==> src/rtl/serial_digit_adder.sv <==
// Multi-cycle adder: DIGIT_W bits per clock over WIDTH/DIGIT_W cycles, carry held in a register.
// Optional macro SERIAL_ADDER_OVF_EN adds a registered two's-complement overflow output (ovf).
module serial_digit_adder #(
  parameter int WIDTH   = 8,
  parameter int DIGIT_W = 2
) (
  input  logic             clk,
  input  logic             rst,
  input  logic             start,
  input  logic [WIDTH-1:0] a,
  input  logic [WIDTH-1:0] b,
  input  logic             cin,
  output logic             ready,
  output logic             done,
  output logic [WIDTH-1:0] sum,
  output logic             cout
`ifdef SERIAL_ADDER_OVF_EN
  ,
  output logic             ovf
`endif
);

  localparam int N     = WIDTH / DIGIT_W;
  localparam int CNT_W = (N > 1) ? $clog2(N) : 1;

  typedef enum logic [1:0] {
    IDLE = 2'd0,
    RUN  = 2'd1,
    DONE = 2'd2
  } state_t;

  state_t           state_q;
  logic [WIDTH-1:0] a_sh_q, b_sh_q, acc_q, sum_q;
  logic             carry_q, cout_q;
  logic [CNT_W-1:0] cnt_q;

  logic [DIGIT_W:0] dig_d;
  logic [WIDTH-1:0] dig_ext_d, acc_d;

  // Current digit sum; the new digit enters acc from the top so that after N
  // digits the first (least significant) digit has reached bit 0.
  always_comb begin
    dig_d     = {1'b0, a_sh_q[DIGIT_W-1:0]} + {1'b0, b_sh_q[DIGIT_W-1:0]}
              + {{DIGIT_W{1'b0}}, carry_q};
    dig_ext_d = WIDTH'(dig_d[DIGIT_W-1:0]);
    acc_d     = (acc_q >> DIGIT_W) | (dig_ext_d << (WIDTH - DIGIT_W));
  end

`ifdef SERIAL_ADDER_OVF_EN
  logic ovf_q, ovf_d;
  // Carry into the MSB is recovered as a^b^sum at that bit.
  always_comb begin
    ovf_d = a_sh_q[DIGIT_W-1] ^ b_sh_q[DIGIT_W-1] ^ dig_d[DIGIT_W-1] ^ dig_d[DIGIT_W];
  end
  assign ovf = ovf_q;
`endif

  always_ff @(posedge clk) begin
    if (rst) begin
      state_q <= IDLE;
      a_sh_q  <= '0;
      b_sh_q  <= '0;
      acc_q   <= '0;
      carry_q <= 1'b0;
      cnt_q   <= '0;
      sum_q   <= '0;
      cout_q  <= 1'b0;
`ifdef SERIAL_ADDER_OVF_EN
      ovf_q   <= 1'b0;
`endif
    end else begin
      case (state_q)
        IDLE: begin
          if (start) begin
            a_sh_q  <= a;
            b_sh_q  <= b;
            carry_q <= cin;
            cnt_q   <= '0;
            state_q <= RUN;
          end
        end
        RUN: begin
          a_sh_q  <= a_sh_q >> DIGIT_W;
          b_sh_q  <= b_sh_q >> DIGIT_W;
          carry_q <= dig_d[DIGIT_W];
          acc_q   <= acc_d;
          cnt_q   <= cnt_q + 1'b1;
          if (cnt_q == CNT_W'(N - 1)) begin
            state_q <= DONE;
            sum_q   <= acc_d;
            cout_q  <= dig_d[DIGIT_W];
`ifdef SERIAL_ADDER_OVF_EN
            ovf_q   <= ovf_d;
`endif
          end
        end
        DONE:    state_q <= IDLE;
        default: state_q <= IDLE;
      endcase
    end
  end

  assign ready = (state_q == IDLE);
  assign done  = (state_q == DONE);
  assign sum   = sum_q;
  assign cout  = cout_q;

endmodule

==> config.mk <==
export PLATFORM = sky130hd
export DESIGN_NAME = serial_digit_adder
export DESIGN_NICKNAME = d
export VERILOG_FILES = /design/src/rtl/serial_digit_adder.sv
export SDC_FILE = /design/constraint.sdc
export NUM_CORES = 1
export LEC_CHECK = 0
export CAP_MARGIN = 20
export CORE_AREA = 3 3 57 54
export CTS_CLUSTER_DIAMETER = 80
export DETAILED_ROUTE_END_ITERATION = 10
export DIE_AREA = 0 0 60 57
export DONT_BUFFER_PORTS = 1
export PLACE_DENSITY = 0.74
export SYNTH_ARGS = -nofsm -noshare
export SYNTH_HDL_FRONTEND = slang
export SYNTH_SLANG_ARGS = --single-unit
export TNS_END_PERCENT = 30
==> constraint.sdc <==
create_clock -name clk -period 1.95 [get_ports clk]
set_input_delay 0.2925 -clock clk [delete_from_list [all_inputs] [get_ports clk]]
set_output_delay 0.2925 -clock clk [all_outputs]
set_load 0.005 [all_outputs]
---- Word level (Yosys, flattened, before mapping) ----
Cells that the tools add are included.
operators by class
  bitwise logic cells ..................... 1
  add/sub/neg operators ................... 3
  muxes and demuxes ....................... 11
  reductions and logical operators ........ 5
  eq/ne operators ......................... 5
operators by type and width
  operator             count
  $pmux 8 s2           2
  $mux 8               2
  $or 6x8->8           1
  $pmux 2 s2           2
  $mux 2               3
  $reduce_and 2->1     3
  $eq 2x2->1 const B   2
  $ne 2x2->1 const B   2
  $add 2x2->3          1
  $add 3x1->3          1
  $add 2x1->2 const B  1
  $eq 2x1->1 const B   1
  $logic_not 2->1      1
  $pmux 1 s2           1
  $reduce_bool 2->1    1
  $mux 1               1
storage, ports and cells
  bits in registers ....................... 38
  output and inout bits ................... 11
  logic and storage cells ................. 33

---- Depth between registers and ports, before layout ----
  depth in word-level cells ............... 3
  gate-level depth with buffers ........... 5
  depth with buffers taken out ............ 5

---- Worst setup path after synthesis ----
Ideal clock, no wire load.
  kind .................................... flip-flop to flip-flop
  from .................................... register a_sh_q[0]
  to ...................................... register carry_q
  period minus slack after synthesis ...... 1526 ps
  arrival ................................. 1468 ps
  path buffers ............................ 0
  slack ................................... 424 ps
  stages on the path, launching flop included .. 6
  data required time ...................... 1892 ps
  path through ............................ dfxtp_1 inv_1 fa_1 fa_1 a21oi_1 o221a_2
on the way
  word-level cells in the longest chain between the ends .. 3
ends and longest elaborated chain
  item                    RTL line  RTL
  start, declared         33        logic [WIDTH-1:0] a_sh_q, b_sh_q, acc_q, sum_q;
  start signal, assigned  83        a_sh_q <= a_sh_q >> DIGIT_W;
  $add 2x2->3             43        dig_d = {1'b0, a_sh_q[DIGIT_W-1:0]} + {1'b0, b_sh_q[DIGIT_W-1:0]}
  $add 3x1->3             44        + {{DIGIT_W{1'b0}}, carry_q};
  $pmux 1 s2              72        case (state_q)
  end signal, assigned    77        carry_q <= cin;
  end signal, assigned    85        carry_q <= dig_d[DIGIT_W];
  end, declared           34        logic carry_q, cout_q;
No other way between the ends.
A chain may end at the register's enable or synchronous reset.

---- Worst setup path in the final report ----
Same ends and word-level chain as after synthesis.

==> results.json <==
{
  "wl_um": 2820,
  "yosys_warnings": 0,
  "post-route-period-util": 0.853,
  "synth_top_flop_cell": "dfxtp_1",
  "setup_tns_ps": 0,
  "grt_antenna_before_repair": 0,
  "yosys.area.top_type": "dfxtp_1",
  "hpwl_um": 1930,
  "final_max_slew_viol_count": 0,
  "swShare": 0.245,
  "grt_pass1_vias": 999,
  "p_leak_nw": 0.578,
  "die_w_um": 60,
  "grt_usage": 0.174,
  "postRouteAntennaNets": 0,
  "synthTopCellsByArea": "dfxtp_1 47%, o221a_2 9.6%, a21oi_1 6.2%",
  "die_area_um2": 3420,
  "yosys.cell_count.top_type": "dfxtp_1",
  "slew_headroom": 0.607,
  "end_kind": "register",
  "cts_tree": "done",
  "yosys.area.top_type_share": 0.473,
  "rsz0062_at_grt": "no",
  "ioPinCount": 31,
  "numClockSinks": 36,
  "wire_per_inst_um": 15.4,
  "hold_viol_final": 0,
  "pwr-share-clk": 0.300,
  "ys_seq_elements": 36,
  "io_buffers": 0,
  "drive_above_1_share": 0.206,
  "cts_buffers": 5,
  "viasPerCell": 5.90,
  "drv_cap": 0,
  "pwr-share-seq": 0.590,
  "nets": 177,
  "ys_top_cells_by_count": "36 x dfxtp_1, 19 x a21oi_1, 18 x inv_1",
  "clock_latency_ps": 330,
  "coreArea_um2": 2470,
  "fmax_ghz": 0.601,
  "worstPathArrival_ps": 1940,
  "grt_max_degree": 37,
  "start_kind": "register",
  "n_antenna_cell": 0,
  "async_flop_share": 0,
  "syn_inst": 155,
  "seq_area_frac_synth": 0.473,
  "worst_hold_slack_ps": 31.3,
  "vdd_drop_max_mv": 0.654,
  "p_comb_frac": 0.109,
  "grt-ovfl-total": 0,
  "synth.avg_cell_area_um2": 9.83,
  "clk_path_buf_depth": 2,
  "tightestPinTransition_ps": 588,
  "synth_cell_type_count": 24,
  "critPathMaxFanout": 2,
  "hold_class": "input pin to register",
  "grt_pass1_wl_um": 4490,
  "start_util": 0.618,
  "drt_iter0_markers": 64,
  "cts_max_level": 2,
  "die_height_um": 57,
  "synth.cell_area_um2": 1520,
  "place.gp.congestion": 0.746,
  "setup_viol": 0,
  "synth_fp_nets": 178,
  "root_buffer": "clkbuf_4",
  "drcViolationCount": 0,
  "ctsResizeCount": 0,
  "switching_power_w": 0.000332,
  "area_delta_synth_final_pct": 2.46,
  "status": "completed",
  "clk_pin_slew_ps": 100,
  "required_ps": 2230,
  "first_pass_iters": 4,
  "p_int_w": 0.00102,
  "synth_edf_count": 0,
  "vias": 1080,
  "criticalPathCategory": "register to register",
  "min_period_ps": 1660,
  "skew_ps": 5.24,
  "p_per_area_nw_per_um2": 867,
  "core.rowCount": 17
}
-- final timing paths --
path	slack [ps]	endpoint	from	depth (start not counted)
max	290	carry_q$_SDFFE_PP0P_	a_sh_q[0]$_SDFFE_PP0P_	5
min	30	sum[0]$_SDFFE_PP0P_	rst	1
max reg2reg	290	carry_q$_SDFFE_PP0P_	a_sh_q[0]$_SDFFE_PP0P_	5
min reg2reg	450	sum[0]$_SDFFE_PP0P_	acc_q[2]$_SDFFE_PP0P_	2
-- cell families (layout without fill, tap and decap cells) --
kind of cell / Yosys count / count (layout) / synth area share
and+or+nand+nor: 38 / 38 / 0.125
AOI/OAI and AO/OA: 43 / 43 / 0.229
DFF: 36 / 36 / 0.473
buffers and inverters: 29 / 29 / 0.0993
muxes: 6 / 6 / 0.0394
adders and majority gates: 3 / 3 / 0.0345
-- power groups by stage --
stage                     combinational, W  sequential, W  clock, W
after detailed placement          0.000141       0.000817         0
after CTS                         0.000141       0.000800  0.000414
final                             0.000148       0.000800  0.000406
after floorplan                   0.000142       0.000806         0
after global placement            0.000133       0.000815         0
after global routing              0.000165       0.000805  0.000456
-- registers in the layout (all words and copies together) (netlist names) --
signal	count
a_sh_q	8
state_q	2
cnt_q	2
cout	1
sum	8
b_sh_q	8
acc_q	6
carry_q	1
-- routing by layer --
layer  part of all wire  up-vias  wire length, µm  GRT usage
met4              0.031        0               87     0.0823
met1               0.42      512             1190      0.210
met5                  0        -                0          0
li1                   -      530                -          -
met2               0.47       30             1340      0.262
met3              0.075        8              212     0.0747
-- stage by stage --
stage                     instances  setup WS (ps)  instance area [µm²]   util  total power (W)
after floorplan                 155            424                 1520      -         0.000948
final                           183            286                 1560  0.633          0.00135
after global placement          173            407                 1480  0.601         0.000947
after CTS                       181            283                 1540  0.625          0.00135
after detailed placement        173            309                 1480  0.601         0.000958
after global routing            183            228                 1560  0.633          0.00143
-- repair_timing --
action	CTS	global route
buffers inserted	0	0
hold buffers	0	2
endpoints found under the hold margin	0	12
-- worst max-delay path, cell delays in order (launching register included) --
cell and delay (ps):
dfxtp_1 350, inv_1 60, fa_1 450, fa_1 410, a21oi_1 150, o221a_2 190
-- cells in the final DEF (no fill, tap or decap) --
| cell | count |
|---|---|
| nand3b_1 | 1 |
| nor2_4 | 1 |
| nor2b_1 | 1 |
| nor3_1 | 1 |
| o221a_2 | 13 |
| nor3b_2 | 1 |
| ha_1 | 1 |
| fa_1 | 2 |
| a22oi_1 | 5 |
| mux2i_1 | 6 |
| dlygate4sd3_1 | 2 |
| o21bai_1 | 1 |
| a21oi_1 | 19 |
| nor2_2 | 2 |
| a211oi_2 | 5 |
| clkbuf_4 | 5 |
| clkbuf_8 | 1 |
| nor2b_4 | 1 |
| and3b_2 | 1 |
| nor2_1 | 16 |
| clkbuf_1 | 2 |
| inv_1 | 18 |
| nand2_1 | 12 |
| buf_4 | 1 |
| dfxtp_1 | 36 |
| nand2_2 | 1 |
-- area by class of cell --
type | count | area, µm²
Clock buffer | 8 | 58.8
Fill cell | 211 | 906
Inverter | 18 | 67.6
Multi-Input combinational cell | 90 | 652
Sequential cell | 36 | 721
Tap cell | 28 | 35.0
Timing Repair Buffer | 3 | 27.5
No activity file was read; power rests on OpenSTA's default activity.
